<file path="src/rtl/ifu_fetch.sv">
// ----------------------------------------------------------------------------
// ifu_fetch -- single-outstanding instruction fetch unit
//
// Issues one fetch request at a time to instruction memory, holds the
// returned instruction word for decode, and exposes its decoded RISC-V fields.
// Control-flow redirects retarget the pc. A response whose request was
// overtaken by a redirect is discarded through a drop flag.
//
// Optional feature macro: IFU_PERF_CNT_EN adds the fetch_cnt/stall_cnt
// performance counters and their ports.
//
// Ports:
//   clk, rst             clock, asynchronous active-high reset
//   imem_req_valid (o)   fetch request valid (REQ state)
//   imem_req_ready (i)   instruction memory accepts the request
//   imem_addr      (o)   fetch address, always equal to pc
//   imem_rsp_valid (i)   response valid
//   imem_rdata     (i)   response instruction word
//   id_ready       (i)   decode consumes the held instruction
//   redirect       (i)   control-flow change request
//   next_pc        (i)   redirect target
//   inst_valid     (o)   inst/pc/fields hold a valid instruction (HOLD state)
//   inst, pc       (o)   held instruction word and its pc
//   opcode, func3, func7, rs1, rs2, rd (o)  fields of inst
//   fetch_cnt, stall_cnt (o)  performance counters (IFU_PERF_CNT_EN only)
// ----------------------------------------------------------------------------
module ifu_fetch #(
  parameter logic [63:0] RESET_PC = 64'h0000_0000_8000_0000
) (
  input  logic        clk,
  input  logic        rst,
  output logic        imem_req_valid,
  input  logic        imem_req_ready,
  output logic [63:0] imem_addr,
  input  logic        imem_rsp_valid,
  input  logic [31:0] imem_rdata,
  input  logic        id_ready,
  input  logic        redirect,
  input  logic [63:0] next_pc,
  output logic        inst_valid,
  output logic [31:0] inst,
  output logic [63:0] pc,
  output logic [6:0]  opcode,
  output logic [2:0]  func3,
  output logic [6:0]  func7,
  output logic [4:0]  rs1,
  output logic [4:0]  rs2,
  output logic [4:0]  rd
`ifdef IFU_PERF_CNT_EN
  ,
  output logic [63:0] fetch_cnt,
  output logic [63:0] stall_cnt
`endif
);

  localparam logic [31:0] NOP_INST = 32'h0000_0013;

  typedef enum logic [1:0] {
    S_REQ  = 2'd0,
    S_WAIT = 2'd1,
    S_HOLD = 2'd2
  } state_e;

  state_e      state_q, state_d;
  logic [63:0] pc_q, pc_d;
  logic [31:0] inst_q, inst_d;
  logic        drop_q, drop_d;
  logic        drop_now;

  // A response in WAIT is stale if an earlier redirect marked it, or if a
  // redirect arrives in the very same cycle.
  assign drop_now = drop_q | redirect;

  // State, pc, held instruction and drop flag registers.
  always_ff @(posedge clk or posedge rst) begin
    if (rst) begin
      state_q <= S_REQ;
      pc_q    <= RESET_PC;
      inst_q  <= NOP_INST;
      drop_q  <= 1'b0;
    end else begin
      state_q <= state_d;
      pc_q    <= pc_d;
      inst_q  <= inst_d;
      drop_q  <= drop_d;
    end
  end

  // Next-state logic for the fetch FSM.
  always_comb begin
    state_d = state_q;
    pc_d    = pc_q;
    inst_d  = inst_q;
    drop_d  = drop_q;
    case (state_q)
      S_REQ: begin
        // imem_addr may move while the request is not yet accepted.
        if (redirect) begin
          pc_d = next_pc;
        end else begin
          pc_d = pc_q;
        end
        if (imem_req_ready) begin
          state_d = S_WAIT;
          // Accepted with the old pc while redirecting: its response is stale.
          drop_d  = redirect;
        end else begin
          state_d = S_REQ;
        end
      end
      S_WAIT: begin
        if (redirect) begin
          pc_d   = next_pc;
          drop_d = 1'b1;
        end else begin
          pc_d   = pc_q;
        end
        if (imem_rsp_valid) begin
          if (drop_now) begin
            state_d = S_REQ;
            drop_d  = 1'b0;
          end else begin
            inst_d  = imem_rdata;
            state_d = S_HOLD;
          end
        end else begin
          state_d = S_WAIT;
        end
      end
      S_HOLD: begin
        if (id_ready) begin
          state_d = S_REQ;
          if (redirect) begin
            pc_d = next_pc;
          end else begin
            pc_d = pc_q + 64'd4;
          end
        end else begin
          state_d = S_HOLD;
        end
      end
      default: begin
        state_d = S_REQ;
        drop_d  = 1'b0;
      end
    endcase
  end

  assign imem_req_valid = (state_q == S_REQ);
  assign inst_valid     = (state_q == S_HOLD);
  assign imem_addr      = pc_q;
  assign pc             = pc_q;
  assign inst           = inst_q;
  assign opcode         = inst_q[6:0];
  assign rd             = inst_q[11:7];
  assign func3          = inst_q[14:12];
  assign rs1            = inst_q[19:15];
  assign rs2            = inst_q[24:20];
  assign func7          = inst_q[31:25];

`ifdef IFU_PERF_CNT_EN
  logic [63:0] fetch_cnt_q, stall_cnt_q;

  // Consumed and stalled HOLD cycles; both counters wrap naturally.
  always_ff @(posedge clk or posedge rst) begin
    if (rst) begin
      fetch_cnt_q <= 64'd0;
      stall_cnt_q <= 64'd0;
    end else if (state_q == S_HOLD) begin
      if (id_ready) begin
        fetch_cnt_q <= fetch_cnt_q + 64'd1;
      end else begin
        stall_cnt_q <= stall_cnt_q + 64'd1;
      end
    end else begin
      fetch_cnt_q <= fetch_cnt_q;
      stall_cnt_q <= stall_cnt_q;
    end
  end

  assign fetch_cnt = fetch_cnt_q;
  assign stall_cnt = stall_cnt_q;
`endif

endmodule

</file>
<file path="config.mk">
export PLATFORM = sky130hd
export DESIGN_NAME = ifu_fetch
export DESIGN_NICKNAME = d
export VERILOG_FILES = /design/src/rtl/ifu_fetch.sv
export SDC_FILE = /design/constraint.sdc
export NUM_CORES = 1
export LEC_CHECK = 0
export BUFFER_PORTS_ARGS = -buffer_cell sky130_fd_sc_hd__buf_4
export CELL_PAD_IN_SITES_DETAIL_PLACEMENT = 1
export CELL_PAD_IN_SITES_GLOBAL_PLACEMENT = 1
export CORE_AREA = 2 2 115 161
export CTS_CLUSTER_SIZE = 16
export DETAILED_ROUTE_END_ITERATION = 10
export DIE_AREA = 0 0 117 163
export PLACE_DENSITY_LB_ADDON = 0.1
export SLEW_MARGIN = 30
export SYNTH_ARGS = -nofsm -noshare
export SYNTH_HDL_FRONTEND = slang
export SYNTH_SLANG_ARGS = --single-unit
</file>
<file path="constraint.sdc">
create_clock -name clk -period 4.9 [get_ports clk]
set_input_delay 0.98 -clock clk [delete_from_list [all_inputs] [get_ports clk]]
set_output_delay 0.98 -clock clk [all_outputs]
set_load 0.1 [all_outputs]
</file>
Word level (Yosys, flattened, before mapping)
Cells that the tools add are included.

ROM bits: 0. Memories: 0. Register bits after elaboration: 99. Bits in writable memories: 0. Output and inout port bits: 194. Logic and storage cells: 33. Input port bits: 102. Latch bits: 0.

Div/mod/pow operators: 0. Bitwise gates (word level): 3. Shift operators: 0. Multiplexer cells: 14. Multiply operators: 0. Order comparisons: 0. Add/sub/neg operators: 1. Equality and inequality tests: 5. Reduce and logical (&&, ||, !) cells: 6.

Operators by type and width (number): two-way mux 64 bit (3); case mux 64 bit (2 select lines) (1); adder 64 x 3 -> 64 bit, second input constant (1); two-way mux 2 bit (3); case mux 2 bit (3 select lines) (1); AND reduction 3 bit (2); two-way mux 1 bit (5); != test 2 x 1 -> 1 bit, second input constant (2); case mux 1 bit (3 select lines) (1); equality test 2 x 1 -> 1 bit, second input constant (1); equality test 2 bit, second input constant (1); zero test 2 bit (1); != test 2 bit, second input constant (1); inverter 1 bit (2); AND reduction 2 bit (1); nonzero test 2 bit (1); OR reduction 2 bit (1); bitwise OR 1 bit (1).

Logic depth before layout (Yosys ltp)
Depth in word-level cells: 4. Gate-level depth with buffers: 9. Depth with buffers taken out: 7.

Worst setup path before layout
No wires, ideal clock.

Path type: reg-to-reg. Start point: reg pc_q[14] (netlist: imem_addr[14]). End point: reg pc_q[40] (netlist: imem_addr[40]). Stages on the path, launching flop included: 7. Period minus slack after synthesis: 2.853 ns. Data arrival time: 2.669 ns. Setup slack: 2.047 ns. Path buffers: 0. Setup time: 0.184 ns. Required time: 4.716 ns. Cells stage by stage: dfrtp_1 -> nand2_1 -> nor4_4 -> and3_1 -> nand3_1 -> nor4_1 -> a311oi_1.

Word-level cells in the longest chain between the ends: 4.

RTL lines: from (decl) (RTL line 65) `logic [63:0] pc_q, pc_d;`; from (signal assigned) (RTL line 83) `pc_q <= pc_d;`; adder 64 x 3 -> 64 bit (RTL line 136) `pc_d = pc_q + 64'd4;`; two-way mux 64 bit (RTL line 133) `if (redirect) begin`; two-way mux 64 bit (RTL line 131) `if (id_ready) begin`; case mux 64 bit (2 select lines) (RTL line 95) `case (state_q)`.

Every way passes these cells. The select of a mux whose other input is x is not followed. A chain may end at the register's enable or synchronous reset.

Worst setup path in the final report
Start point: reg pc_q[2] (netlist: imem_addr[2]). End point: reg pc_q[62] (netlist: imem_addr[62]).

The elaborated chain is that of the path after synthesis.

==> summary.txt <==
Cells and area
  • Ant diodes: 0
  • Layout cell share with drive strength beyond 1: 41.5%
  • Fillers: 2103
  • Commonest non-fill, non-tap cell in the layout: buf_4
  • Final Instance Area: 8290 um^2
  • Nets: 991
  • Area Growth Syn to Fin: 32.8%
  • Commonest non-fill, non-tap cells in the layout: 303 x buf_4, 95 x dfrtp_1, 64 x nand2_1

Yosys
  • Syn Area/Cell: 8.87 um^2
  • Register area share after synthesis: 39.8%
  • EDFF count, synth: 0
  • Main synth FF type: dfrtp_1
  • Post-Synthesis Cells: 704
  • Asr flop ratio synth: 100%
  • Synth Cell Area: 6240 um^2
  • Yosys warning total: 0
  • Syn Nets: 807
  • Distinct cells, synth: 51
  • Number of synthesized register bits: 99

Critical path
  • Worst path top cell family by delay: simple AND/OR/NAND/NOR gates
  • CP endpoint kind: register
  • Crit path buf inv count: 0
  • Worst-case reg-to-reg path depth: 7
  • RR Startpoint: imem_addr[2]
  • Crit path DAT: 3160 ps
  • Slowest-stage cell, CP: nand3_1
  • Critical Path RT: 5110 ps
  • CP Cell Sequence: ha_1, nand3_1, nor4_4, nand3_1, nor3b_1, mux2i_1, o211ai_1
  • Reg2Reg Capture Point: imem_addr[62]
  • Most frequent CP cell: nand3_1
  • CP Launch Type: register
  • CP max FO: 12
  • CP Class: reg2reg
  • Worst path max stage delay: 600 ps
  • FF-to-FF setup slack: 1950 ps

Run
  • Max-cap violation count: 0

Timing
  • Min Tclk post-route: 2950 ps
  • Setup TNS: 0 ps
  • Maximum clock frequency: 339 MHz
  • Clock skew: 14.1 ps
  • Minimum hold slack: 530 ps
  • Final Slew Violations: 0
  • Slew @ Worst Pin: 856 ps
  • Final count of negative-setup-slack endpoints: 0
  • Final period utilization: 60.2%
  • Hold Vio Cnt, Final: 0
  • Slew HR: 42.9%
  • RSZ-0062 raised after global routing: no
  • Setup ws final: 1950 ps

Placement
  • PortBufs: 295
  • Hpwl dp: 17900 um
  • Pre-CTS worst setup slack: 1690 ps
  • Dpl cell area: 7990 um^2
  • Final GP Congestion: 0.846

Global routing
  • Initial antenna violation count: 0
  • Largest net degree at the start of global routing: 76
  • First-pass GRT wire length: 35700 um
  • All-Layer GR Usage: 24.6%
  • Vias in the first global route: 6309
  • Global route total overflow: 0

Hold path
  • Hold Path Class: reg2reg
  • Worst hold start: imem_addr[0]
  • Hold Path Cell Cnt: 2
  • Hold Path End: imem_addr[0]

Outcome
  • Status: finished clean

Floorplan
  • Die width: 117 um
  • DIE AREA: 19100 um^2
  • Top Ports: 296
  • Die Ht: 163 um
  • Initial Utilization: 35.1%
  • Row count: 58
  • Core area: 17800 um^2

Routing
  • DRC viols: 0
  • Routed WL per cell: 21.0 um
  • Post-route ant nets: 0
  • 1st-pass router iterations: 4
  • Via count: 6216
  • Mean number of vias per cell: 5.49
  • DRT iter0 DRCs: 278
  • Drt total wl: 23800 um

Clock tree
  • CTS Buf Count: 9
  • H-tree levels: 3
  • Clock Sinks: 99
  • Clock root cell: clkbuf_16
  • Latest clock arrival within the worst-skew pair: 360 ps
  • Setup Buffers After CTS: 0
  • Post_cts resized: 0
  • CTS tree: yes
  • Clk pin slew, worst setup/hold paths: 70 ps
  • Hold Buf Count CTS: 0
  • Maximum clock insertion buffer count: 2
[worst reg2reg max path, stage by stage (launching register included)]
cell and delay, ps:
dfrtp_1 480, ha_1 270, nand3_1 220, nor4_4 470
nand3_1 610, nor3b_1 440, mux2i_1 220, o211ai_1 100
[through the flow]
step | std cells | util, %
after floorplan | 704 | -
after global placement | 1117 | 44.9
after detailed placement | 1117 | 44.9
after CTS | 1133 | 46.6
after global routing | 1133 | 46.6
final | 1133 | 46.6
[logic make-up after synthesis]
logic type | count (synthesis) | synth area share, %
AOI/OAI and AO/OA | 156 | 16.1
xor gates and xnor gates | 2 | 0.281
adders and majority gates | 1 | 0.200
buffers and inverters | 140 | 14.2
DFF | 99 | 39.8
muxes | 39 | 6.92
and+or+nand+nor | 267 | 22.5
[synth_stat cells, drive strengths merged, types with 2 or more instances]
cell      n  share of area, %
o22ai    15               1.5
inv      10              0.60
a22oi     2              0.24
nand4    21               2.6
o21a      6              0.72
nand2b    8              0.80
o32ai     2              0.28
a221o     2              0.32
mux2i     6              0.96
o2bb2ai   4              0.56
a32oi     7              0.98
a21oi    51               4.1
nor2     63               3.8
dfstp     4               1.7
or4       2              0.24
buf      99                12
o22a     11               1.5
and3      9              0.90
and2      6              0.60
clkbuf   31               1.9
mux2     33               6.0
nand2    65               3.9
dfrtp    95                38
a31oi    12               1.2
o21ai    23               1.8
xor2      2              0.28
nor4     17               2.6
nor3     30               2.5
a311oi    9               1.3
and4      7              0.98
nand3    28               2.3
a211oi    7              0.92
nor2b     2              0.20
nor3b     3              0.36
or3       4              0.40
[cell type report]
class	instances	area [um^2]	area share (%)
clock buffers	10	239	2.88
clock inverters	6	53.8	0.649
inverters	10	42.5	0.513
multi-input cells	465	2890	34.9
flip-flops and latches	99	2480	30.0
well taps	240	300	3.62
repair buffers	303	2270	27.4
[flip-flops by register name (all words and copies together) (netlist names)]
signal,cells
imem_addr,64
inst,32
state_q,2
drop_q,1
[worst max path at each step]
stage                             from  depth (start not counted)       endpoint
after CTS                 imem_addr[4]                          6  imem_addr[59]
after detailed placement      redirect                          8  imem_addr[62]
after floorplan                    rst                          1         drop_q
after global placement        redirect                          6  imem_addr[40]
final                     imem_addr[2]                          7  imem_addr[62]
after global routing      imem_addr[2]                          7  imem_addr[62]
[layer usage]
metal  track usage [%]  wire length, um
met1              28.7             9090
met2              44.8            12600
met3              3.80             1480
met4              8.50              600
met5                 0                0
Power is not shown: default switching activity piles up to over one toggle a cycle in this logic, so the estimate is an artifact.
